[src/rtl/dm_hart_ctrl.sv]
// Per-hart run control for the debug module: halt/resume handshakes,
// halt-request timeout, havereset tracking and dmstatus/haltsum0 summaries.
module dm_hart_ctrl #(
    parameter int unsigned        NrHarts         = 4,
    parameter logic [NrHarts-1:0] SelectableHarts = {NrHarts{1'b1}},
    parameter int unsigned        HaltTimeout     = 1023
) (
    input  logic               clk_i,
    input  logic               rst_i,
    input  logic               dmactive_i,
    input  logic [19:0]        hartsel_i,
    input  logic               hasel_i,
    input  logic [NrHarts-1:0] hawindow_i,
    input  logic               haltreq_i,
    input  logic               resumereq_i,
    input  logic               ackhavereset_i,
    input  logic [NrHarts-1:0] halted_i,
    input  logic [NrHarts-1:0] resuming_i,
    input  logic [NrHarts-1:0] unavailable_i,
    input  logic [NrHarts-1:0] hart_reset_i,
    output logic [NrHarts-1:0] debug_req_o,
    output logic               anyhalted_o,
    output logic               allhalted_o,
    output logic               anyrunning_o,
    output logic               allrunning_o,
    output logic               anyresumeack_o,
    output logic               allresumeack_o,
    output logic               anyhavereset_o,
    output logic               allhavereset_o,
    output logic               anyunavail_o,
    output logic               allunavail_o,
    output logic               anynonexistent_o,
    output logic               allnonexistent_o,
    output logic [31:0]        haltsum0_o,
    output logic [NrHarts-1:0] halt_timeout_o,
    output logic               busy_o
);

    localparam int unsigned    CntW   = (HaltTimeout < 1) ? 1 : $clog2(HaltTimeout + 1);
    localparam logic [CntW-1:0] CntMax = CntW'(HaltTimeout);

    typedef enum logic [1:0] {
        RUNNING    = 2'd0,
        HALT_REQ   = 2'd1,
        HALTED     = 2'd2,
        RESUME_REQ = 2'd3
    } state_e;

    // dmactive low behaves exactly like reset
    logic clr;
    assign clr = rst_i | ~dmactive_i;

    logic [NrHarts-1:0] onehot;
    logic [NrHarts-1:0] sel;
    logic [NrHarts-1:0] halted_st;
    logic [NrHarts-1:0] running_st;
    logic [NrHarts-1:0] busy_st;
    logic [NrHarts-1:0] resumeack;
    logic [NrHarts-1:0] havereset;
    logic [NrHarts-1:0] unavail;

    // hart selection: hartsel one-hot plus optional hart-array window
    always_comb begin
        onehot = '0;
        if (hartsel_i < 20'(NrHarts)) begin
            onehot = NrHarts'(1) << hartsel_i;
        end
        sel = (onehot | (hasel_i ? hawindow_i : '0)) & SelectableHarts;
    end

    for (genvar i = 0; i < NrHarts; i++) begin : g_hart
        if (SelectableHarts[i]) begin : g_sel
            state_e          state_q;
            logic [CntW-1:0] cnt_q;
            logic            dreq_q;
            logic            tmo_q;
            logic            rack_q;
            logic            hrst_q;

            // run-control FSM with registered debug request and timeout flag
            always_ff @(posedge clk_i) begin
                if (clr) begin
                    state_q <= RUNNING;
                    cnt_q   <= '0;
                    dreq_q  <= 1'b0;
                    tmo_q   <= 1'b0;
                    rack_q  <= 1'b0;
                end else begin
                    case (state_q)
                        RUNNING: begin
                            if (halted_i[i]) begin
                                state_q <= HALTED;
                                tmo_q   <= 1'b0;
                            end else if (haltreq_i && sel[i]) begin
                                state_q <= HALT_REQ;
                                cnt_q   <= '0;
                                dreq_q  <= 1'b1;
                            end
                        end
                        HALT_REQ: begin
                            if (halted_i[i]) begin
                                state_q <= HALTED;
                                cnt_q   <= '0;
                                dreq_q  <= 1'b0;
                                tmo_q   <= 1'b0;
                            end else if (!haltreq_i) begin
                                state_q <= RUNNING;
                                cnt_q   <= '0;
                                dreq_q  <= 1'b0;
                            end else begin
                                if (cnt_q != CntMax) begin
                                    cnt_q <= cnt_q + 1'b1;
                                end
                                // flag lands on the edge where the count reaches HaltTimeout
                                if ((cnt_q == CntMax - 1'b1) || (cnt_q == CntMax)) begin
                                    tmo_q <= 1'b1;
                                end
                            end
                        end
                        HALTED: begin
                            if (!halted_i[i]) begin
                                state_q <= RUNNING;
                            end else if (resumereq_i && sel[i] && !haltreq_i) begin
                                state_q <= RESUME_REQ;
                                rack_q  <= 1'b0;
                            end
                        end
                        RESUME_REQ: begin
                            if (resuming_i[i]) begin
                                state_q <= RUNNING;
                                rack_q  <= 1'b1;
                            end
                        end
                        default: state_q <= RUNNING;
                    endcase
                end
            end

            // havereset: hart reset pulse wins over an acknowledge in the same cycle
            always_ff @(posedge clk_i) begin
                if (clr) begin
                    hrst_q <= 1'b1;
                end else if (hart_reset_i[i]) begin
                    hrst_q <= 1'b1;
                end else if (ackhavereset_i && sel[i]) begin
                    hrst_q <= 1'b0;
                end
            end

            assign debug_req_o[i]    = dreq_q;
            assign halt_timeout_o[i] = tmo_q;
            assign resumeack[i]      = rack_q;
            assign havereset[i]      = hrst_q;
            assign unavail[i]        = unavailable_i[i];
            assign halted_st[i]      = (state_q == HALTED) & ~unavailable_i[i];
            assign running_st[i]     = ((state_q == RUNNING) | (state_q == RESUME_REQ)) & ~unavailable_i[i];
            assign busy_st[i]        = (state_q == HALT_REQ) | (state_q == RESUME_REQ);
        end else begin : g_nosel
            assign debug_req_o[i]    = 1'b0;
            assign halt_timeout_o[i] = 1'b0;
            assign resumeack[i]      = 1'b0;
            assign havereset[i]      = 1'b0;
            assign unavail[i]        = 1'b0;
            assign halted_st[i]      = 1'b0;
            assign running_st[i]     = 1'b0;
            assign busy_st[i]        = 1'b0;
        end
    end

    function automatic logic all_of(input logic [NrHarts-1:0] s, input logic [NrHarts-1:0] x);
        return (s != '0) && ((s & x) == s);
    endfunction

    assign anyhalted_o      = |(sel & halted_st);
    assign allhalted_o      = all_of(sel, halted_st);
    assign anyrunning_o     = |(sel & running_st);
    assign allrunning_o     = all_of(sel, running_st);
    assign anyresumeack_o   = |(sel & resumeack);
    assign allresumeack_o   = all_of(sel, resumeack);
    assign anyhavereset_o   = |(sel & havereset);
    assign allhavereset_o   = all_of(sel, havereset);
    assign anyunavail_o     = |(sel & unavail);
    assign allunavail_o     = all_of(sel, unavail);
    assign anynonexistent_o = ((onehot & SelectableHarts) == '0);
    assign allnonexistent_o = anynonexistent_o;
    assign busy_o           = |busy_st;

    // haltsum0: one bit per group of 32 harts, groups past NrHarts are zero-padded
    logic [1023:0] halted_pad;
    assign halted_pad = 1024'(halted_st);
    for (genvar j = 0; j < 32; j++) begin : g_hsum
        assign haltsum0_o[j] = |halted_pad[32*j +: 32];
    end

endmodule
[config.mk]
export PLATFORM = sky130hd
export DESIGN_NAME = dm_hart_ctrl
export DESIGN_NICKNAME = d
export VERILOG_FILES = /design/src/rtl/dm_hart_ctrl.sv
export SDC_FILE = /design/constraint.sdc
export NUM_CORES = 1
export LEC_CHECK = 0
export BUFFER_PORTS_ARGS = -buffer_cell sky130_fd_sc_hd__buf_2
export CELL_PAD_IN_SITES_DETAIL_PLACEMENT = 0
export CELL_PAD_IN_SITES_GLOBAL_PLACEMENT = 1
export CORE_ASPECT_RATIO = 0.75
export CORE_MARGIN = 2
export CORE_UTILIZATION = 30
export CTS_CLUSTER_DIAMETER = 120
export CTS_CLUSTER_SIZE = 10
export DETAILED_ROUTE_END_ITERATION = 16
export GPL_TIMING_DRIVEN = 0
export PLACE_DENSITY = 0.7
export SYNTH_ARGS = -nofsm -noshare
export SYNTH_HDL_FRONTEND = slang
export SYNTH_SLANG_ARGS = --single-unit
[constraint.sdc]
create_clock -name clk_i -period 5 [get_ports clk_i]
set_clock_uncertainty 0.1 [all_clocks]
set_input_delay 0.75 -clock clk_i [delete_from_list [all_inputs] [get_ports clk_i]]
set_output_delay 0.75 -clock clk_i [all_outputs]
set_load 0.03 [all_outputs]
==> flow_metrics.env, run 1 <==
export IMPL_status="complete, no violations"
export IMPL_crit_chain="buf_2 -> nor4_4 -> nand4_4 -> o31ai_1 -> a222oi_1 -> nand2_1 -> buf_2"
export IMPL_slowest_stage="o31ai_1"
export IMPL_r2r_end="g_hart[1].g_sel.cnt_q[3]$_SDFFE_PP0P_"
export IMPL_drt_iter0_markers=309
export IMPL_async_flop_share_pct=0
export IMPL_grt_max_degree=11
export IMPL_routedWlPerCell_um=14.8
export IMPL_cts_tree="yes"
export IMPL_crit_family="compound AO/OA/AOI/OAI gates"
export IMPL_synth_cell_types=72
export IMPL_fmax_mhz=253
export IMPL_grt_pass1_wl_mm=21.3
export IMPL_cts_htree_levels=3
export IMPL_dp_hpwl_mm=10.1
export IMPL_synth_simple_gate_area_share_pct=27.8
export IMPL_path_clk_slew_ns=0.05
export IMPL_die_h_um=111
export IMPL_rr_worst_depth=8
export IMPL_ys_ff_latch=64
export IMPL_relSlewSlack_pct=20.9
export IMPL_drive_gt1_share_pct=20.5
export IMPL_drv_slew=0
export IMPL_min_period_ns=3.95
export IMPL_nets=764
export IMPL_grt_use_met3_pct=3.13
export IMPL_die_area_um2=16300
export IMPL_synth_compound_area_share_pct=19.6
export IMPL_cp_data_required_time_ns=4.15
export IMPL_ios=100
export IMPL_cp_slowest_stage_delay_ns=0.97
export IMPL_p_leak_nw=2.13
export IMPL_hold_violations=0
export IMPL_setup_slack_ns=1.05
export IMPL_synth_edff_count=0
export IMPL_min_path_type="reg2reg"
export IMPL_start_util_pct=30.4
export IMPL_netlist_area_um2=4590
export IMPL_synthMuxAreaShare_pct=1.39
export IMPL_pre_cts_ws_ns=1.11
export IMPL_dp_cells=883
export IMPL_vias=4525
export IMPL_hold_buffers=0
export IMPL_final_cell_mix="buf_2 (67), nand2_1 (64), dfxtp_1 (64)"
export IMPL_netlist_instances=582
export IMPL_synth_xor_area_share_pct=4.97
export IMPL_hold_end="g_hart[1].g_sel.cnt_q[5]$_SDFFE_PP0P_"
export IMPL_viasPerCell=5.04
export IMPL_grt_util_met2_pct=25.4
export IMPL_antenna_found_initial=1
export IMPL_rsz0062_at_grt="no"
export IMPL_arrival_ns=3.10
export IMPL_grt_overflow_total=0
export IMPL_wl_mm=13.2
export IMPL_layout_cells_non_filler=897
export IMPL_power_density_nw_per_um2=246
export IMPL_synth_top_family_by_area="simple AND/OR/NAND/NOR gates"
export IMPL_syn_avg_cell_area_um2=7.88
export IMPL_synthAdderAreaFrac_pct=7.64
export IMPL_worstMarginPinSlew_ns=1.18
export IMPL_seq_area_frac_synth_pct=27.9
export IMPL_grt_busiest_layer="met2"
export IMPL_worstHoldPathCells=2
export IMPL_cts_made_buffers=9
export IMPL_die_w_um=147
export IMPL_finalSetupViolations=0
export IMPL_clock_path_buffers=2
export IMPL_hold_path_startpoint="g_hart[1].g_sel.cnt_q[5]$_SDFFE_PP0P_"
export IMPL_final_cell_area_um2=5530
export IMPL_tns_ns=0
export IMPL_clk_insertion_delay_late_ns=0.33
export IMPL_n_fill_cell=1564
export IMPL_final_common_cell="buf_2"
export IMPL_num_rows=39
export IMPL_clock_sinks=64
export IMPL_vdd_drop_max_mv=0.166
export IMPL_critPathKind="in2out"
export IMPL_ys_flop_type="dfxtp_1"
export IMPL_rrSetupSlack_ns=2.37
export IMPL_area_delta_synth_final_pct=20.6
export IMPL_post_dp_cell_area_um2=5290
export IMPL_maxCapViolCount=0
export IMPL_path_max_fanout=7
export IMPL_gp_congestion=0.849
export IMPL_crit_path_start_kind="input port"
export IMPL_core_um2=15100
export IMPL_ctsResizeCount=0
export IMPL_crit_top_cell="buf_2"
export IMPL_worstSetupEndpointType="primary output"
export IMPL_grt_pass1_vias=4236
export IMPL_io_buffer_count=66
export IMPL_ant_nets=0
export IMPL_post_cts_buffers=0
export IMPL_rr_startpoint="g_hart[1].g_sel.state_q[1]$_SDFFE_PP0P_"
export IMPL_holdWs_ns=0.383
export IMPL_root_buffer="clkbuf_16"
export IMPL_grtUsageMet1_pct=22.4
export IMPL_post_route_period_util_pct=79.0
export IMPL_worst_path_buf_inv=2
export IMPL_crit_cells=7
export IMPL_drc_errors=0
export IMPL_grtUsageTotal_pct=16.2
export IMPL_firstDrtPassIters=4
export IMPL_yosys_warnings=0
where the power goes:
| part | switching [mW] | internal (mW) |
|---|---|---|
| Sequential | 0.00653 | 0.517 |
| Combinational | 0.194 | 0.0974 |
| Clock | 0.220 | 0.325 |
kinds of logic (layout without fill, tap and decap cells):
kind of cell,after synthesis,count (layout)
compound gates,129,129
xor+xnor,26,26
fa+ha+maj,28,28
buf+inv,85,164
flops,64,64
mux,6,6
other cells,1,32
simple gates,243,243
cells in the mapped netlist, drive strengths merged, types with 3 or more instances:
library cell | instances | area [µm²]
and4 | 6 | 52.6
o31ai | 9 | 82.6
nand4 | 13 | 96.3
a31oi | 5 | 31.3
mux2i | 3 | 30.0
a211oi | 5 | 37.5
dfxtp | 64 | 1280
nor4 | 12 | 126
nor2b | 7 | 43.8
or3 | 9 | 57.6
a222oi | 3 | 30.0
o221ai | 3 | 32.5
o22ai | 11 | 68.8
nor3 | 13 | 65.1
and2 | 5 | 31.3
xnor2 | 16 | 140
and3 | 5 | 31.3
inv | 24 | 90.1
o41ai | 5 | 43.8
ha | 28 | 350
o32ai | 3 | 26.3
nand2b | 7 | 43.8
o21ai | 28 | 140
o21a | 3 | 22.5
nand2 | 64 | 240
mux2 | 3 | 33.8
o31a | 5 | 45.0
nand3 | 34 | 170
clkbuf | 17 | 63.8
buf | 44 | 332
xor2 | 10 | 87.6
or2 | 8 | 50.1
a211o | 5 | 43.8
a21oi | 26 | 130
nor2 | 51 | 191
registers in the layout (all words and copies together), names as in the netlist:
name                  flops
g_hart.g_sel.state_q      8
g_hart.g_sel.hrst_q       4
g_hart.g_sel.cnt_q       40
g_hart.g_sel.tmo_q        4
g_hart.g_sel.rack_q       4
g_hart.g_sel.dreq_q       4
worst register-to-register path: stages (launching register included):
cell      delay, ns
dfxtp_1        0.33
inv_1          0.12
ha_1           0.15
clkbuf_1       0.39
inv_1          0.07
o21ai_0        0.46
nand4b_1       0.37
or3_1          0.40
a21oi_1        0.16
per-layer routing:
| layer | vias to the layer above | part of all wire (%) |
|---|---|---|
| met5 | - | 0 |
| met4 | 0 | 1.7 |
| met3 | 22 | 5.7 |
| met2 | 155 | 44 |
| met1 | 2108 | 49 |
| li1 | 2240 | - |
worst max-delay path by stage:
stage | to | from | slack [ns]
2_1_floorplan | allhavereset_o | hartsel_i[7] | 1.46
3_3_place_gp | anyresumeack_o | hartsel_i[3] | 1.11
3_5_place_dp | anyresumeack_o | hartsel_i[3] | 1.11
4_1_cts | anyresumeack_o | hartsel_i[3] | 1.11
5_1_grt | anyresumeack_o | hartsel_i[12] | 0.94
6_report | anyresumeack_o | hartsel_i[3] | 1.05
metrics by stage:
stage / power, mW / utilization, %
floorplan: 0.736 / -
finish: 1.36 / 36.7
CTS: 1.37 / 36.7
detailed placement: 0.824 / 35.1
global route: 1.42 / 36.7
global placement: 0.820 / 35.1
cell type report:
cell class / instances / area [µm²] / area share (%)
antenna: 1 / 2.50 / 0.0452
buffer: 61 / 395 / 7.15
clock buffer: 11 / 233 / 4.21
clock inverter: 2 / 10.0 / 0.181
inverter: 24 / 90.1 / 1.63
multi-input combinational: 463 / 2930 / 53.0
sequential: 64 / 1280 / 23.2
tap: 205 / 256 / 4.64
timing repair buffer: 66 / 330 / 5.97
No activity file was read; power rests on OpenSTA's default activity.
==> run 2: changes to the inputs <==
--- a/config.mk
+++ b/config.mk
@@ -5,6 +5,7 @@
 export SDC_FILE = /design/constraint.sdc
 export NUM_CORES = 1
 export LEC_CHECK = 0
+export ABC_AREA = 1
 export BUFFER_PORTS_ARGS = -buffer_cell sky130_fd_sc_hd__buf_2
 export CELL_PAD_IN_SITES_DETAIL_PLACEMENT = 0
 export CELL_PAD_IN_SITES_GLOBAL_PLACEMENT = 1
@@ -15,7 +16,7 @@
 export CTS_CLUSTER_SIZE = 10
 export DETAILED_ROUTE_END_ITERATION = 16
 export GPL_TIMING_DRIVEN = 0
-export PLACE_DENSITY = 0.7
+export PLACE_DENSITY = 0.72
 export SYNTH_ARGS = -nofsm -noshare
 export SYNTH_HDL_FRONTEND = slang
 export SYNTH_SLANG_ARGS = --single-unit
==> constraint.sdc (replaced) <==
create_clock -name clk_i -period 3.85 [get_ports clk_i]
set_clock_uncertainty 0.1 [all_clocks]
set_input_delay 0.5775 -clock clk_i [delete_from_list [all_inputs] [get_ports clk_i]]
set_output_delay 0.5775 -clock clk_i [all_outputs]
set_load 0.03 [all_outputs]
==> flow_metrics.env, run 2 <==
export IMPL_status="complete, no violations"
export IMPL_nets=999
export IMPL_antenna_found_initial=0
export IMPL_grt_pass1_vias=5023
export IMPL_gp_congestion=0.851
export IMPL_cts_htree_levels=3
export IMPL_rr_startpoint="g_hart[0].g_sel.state_q[1]$_SDFFE_PP0P_"
export IMPL_grtUsageTotal_pct=17.8
export IMPL_grt_use_met3_pct=3.26
export IMPL_setup_slack_ns=0.748
export IMPL_grtUsageMet1_pct=27.1
export IMPL_ctsResizeCount=0
export IMPL_path_clk_slew_ns=0.05
export IMPL_final_cell_mix="nand2_1 (192), inv_1 (85), nand3_1 (83)"
export IMPL_grt_pass1_wl_mm=26.3
export IMPL_viasPerCell=4.67
export IMPL_grt_max_degree=11
export IMPL_relSlewSlack_pct=46.9
export IMPL_ys_ff_latch=64
export IMPL_firstDrtPassIters=5
export IMPL_power_density_nw_per_um2=305
export IMPL_post_cts_buffers=0
export IMPL_min_path_type="in2reg"
export IMPL_vdd_drop_max_mv=0.196
export IMPL_num_rows=41
export IMPL_cp_data_required_time_ns=3.17
export IMPL_yosysMostFrequentCell="nand2_1"
export IMPL_maxCapViolCount=0
export IMPL_wl_mm=16.1
export IMPL_clock_path_buffers=2
export IMPL_die_h_um=118
export IMPL_seq_area_frac_synth_pct=24.4
export IMPL_rrSetupSlack_ns=1.48
export IMPL_die_area_um2=18600
export IMPL_routedWlPerCell_um=13.9
export IMPL_ant_nets=0
export IMPL_yosysTopAreaCell="dfxtp_1"
export IMPL_min_period_ns=3.10
export IMPL_p_leak_nw=2.64
export IMPL_worstSetupEndpointType="primary output"
export IMPL_top_regs="g_hart.g_sel.cnt_q x40, g_hart.g_sel.state_q x8"
export IMPL_hold_buffers=0
export IMPL_crit_cells=13
export IMPL_synth_cell_types=44
export IMPL_start_util_pct=30.9
export IMPL_netlist_area_um2=5240
export IMPL_grt_overflow_total=0
export IMPL_tns_ns=0
export IMPL_hold_violations=0
export IMPL_grt_busiest_layer="met1"
export IMPL_cp_slowest_stage_delay_ns=0.25
export IMPL_synth_common_cells="nand2_1 (192), inv_1 (85), nand3_1 (83)"
export IMPL_regMostFlops="g_hart.g_sel.cnt_q"
export IMPL_netlist_instances=815
export IMPL_core_um2=17000
export IMPL_final_common_cell="nand2_1"
export IMPL_drc_errors=0
export IMPL_vias=5431
export IMPL_largest_reg_flops=40
export IMPL_area_delta_synth_final_pct=19.3
export IMPL_async_flop_share_pct=0
export IMPL_post_route_period_util_pct=80.6
export IMPL_critPathKind="in2out"
export IMPL_die_w_um=157
export IMPL_dp_hpwl_mm=12.2
export IMPL_root_buffer="clkbuf_16"
export IMPL_cts_tree="yes"
export IMPL_finalSetupViolations=0
export IMPL_crit_path_start_kind="input port"
export IMPL_drive_gt1_share_pct=19.1
export IMPL_io_buffer_count=68
export IMPL_ys_flop_type="dfxtp_1"
export IMPL_fmax_mhz=322
export IMPL_synth_edff_count=0
export IMPL_rsz0062_at_grt="no"
export IMPL_r2r_end="g_hart[0].g_sel.cnt_q[8]$_SDFFE_PP0P_"
export IMPL_path_max_fanout=8
export IMPL_cp_startpoint="hartsel_i[12]"
export IMPL_holdWs_ns=0.335
export IMPL_diodes=0
export IMPL_finish_utilization_pct=36.8
export IMPL_slowest_stage="nand4_1"
export IMPL_clock_sinks=64
export IMPL_drt_iter0_markers=308
export IMPL_pre_cts_ws_ns=0.772
export IMPL_cp_endpoint="allresumeack_o"
export IMPL_worstMarginPinSlew_ns=0.796
export IMPL_worst_path_buf_inv=3
export IMPL_cts_made_buffers=9
export IMPL_drv_slew=0
export IMPL_ios=100
export IMPL_rr_worst_depth=11
export IMPL_crit_family="simple AND/OR/NAND/NOR gates"
export IMPL_clk_insertion_delay_late_ns=0.33
export IMPL_synth_area_top_cells="dfxtp_1 (24%), nand2_1 (14%), nand3_1 (7.9%)"
export IMPL_total_power_mw=1.91
export IMPL_arrival_ns=2.42
export IMPL_yosys_warnings=0
export IMPL_crit_chain="buf_2 -> nor2_1 -> nand2_1 -> nor2_2 -> nand3_4 -> nor2_4 -> nand2_2 -> nand2_4 -> inv_1 -> nand4_1 -> o21ai_0 -> nor2_1 -> buf_2"
export IMPL_grt_util_met2_pct=25.9
export IMPL_syn_avg_cell_area_um2=6.43
export IMPL_yosysTopAreaCellShare_pct=24.4
-- run 2: cell families after synthesis --
family	synth area share, %
simple gates	37.7
buf+inv	14.6
compound gates	14.5
flops	24.4
fa+ha+maj	6.68
xor+xnor	2.00
other cells	0.0715
-- run 2: worst min-delay path by stage --
stage	from	to	slack, ns	cells past startpoint
global route	hart_reset_i[3]	g_hart[3].g_sel.hrst_q$_SDFFE_PP1P_	0.34	3
global placement	g_hart[0].g_sel.dreq_q$_SDFFE_PP0P_	g_hart[0].g_sel.dreq_q$_SDFFE_PP0P_	0.34	2
floorplan	g_hart[0].g_sel.dreq_q$_SDFFE_PP0P_	g_hart[0].g_sel.dreq_q$_SDFFE_PP0P_	0.33	2
finish	hart_reset_i[3]	g_hart[3].g_sel.hrst_q$_SDFFE_PP1P_	0.34	3
detailed placement	g_hart[2].g_sel.dreq_q$_SDFFE_PP0P_	g_hart[2].g_sel.dreq_q$_SDFFE_PP0P_	0.35	2
CTS	hart_reset_i[3]	g_hart[3].g_sel.hrst_q$_SDFFE_PP1P_	0.33	3
-- run 2: power by group --
group	leakage (nW)	total [mW]	internal, mW	switching (mW)
clock network	0.130	0.752	0.459	0.293
logic	1.99	0.467	0.143	0.324
registers	0.517	0.687	0.675	0.0120
total	2.64	1.91	1.28	0.628
-- run 2: routing by layer --
metal  part of all wire, %  wire (µm)
met4                  0.61         99
met3                   4.3        700
met2                    42       6690
met5                     0          0
met1                    54       8630
-- run 2: worst register-to-register path, stage by stage (launching register included) --
cell	delay, ns
dfxtp_1	0.35
inv_1	0.10
ha_1	0.26
inv_2	0.21
nor2_1	0.09
nand2_1	0.21
nor3_1	0.10
a21oi_1	0.27
buf_2	0.31
nand3_1	0.11
nand2_1	0.08
nor2_1	0.04
-- run 2: final cells by class --
type | instances | area [µm²]
buffer | 65 | 433
inverter | 88 | 330
clock inverter | 1 | 5.00
tap | 236 | 295
clock buffer | 12 | 256
timing repair buffer | 68 | 340
sequential | 64 | 1280
multi-input combinational | 628 | 3310
fill | 1846 | 10700
-- run 2: stage by stage --
stage | area, µm² | cells
after floorplan | 5360 | 845
after global placement | 5990 | 1149
after detailed placement | 5990 | 1149
after CTS | 6250 | 1162
after global routing | 6250 | 1162
final | 6250 | 1162
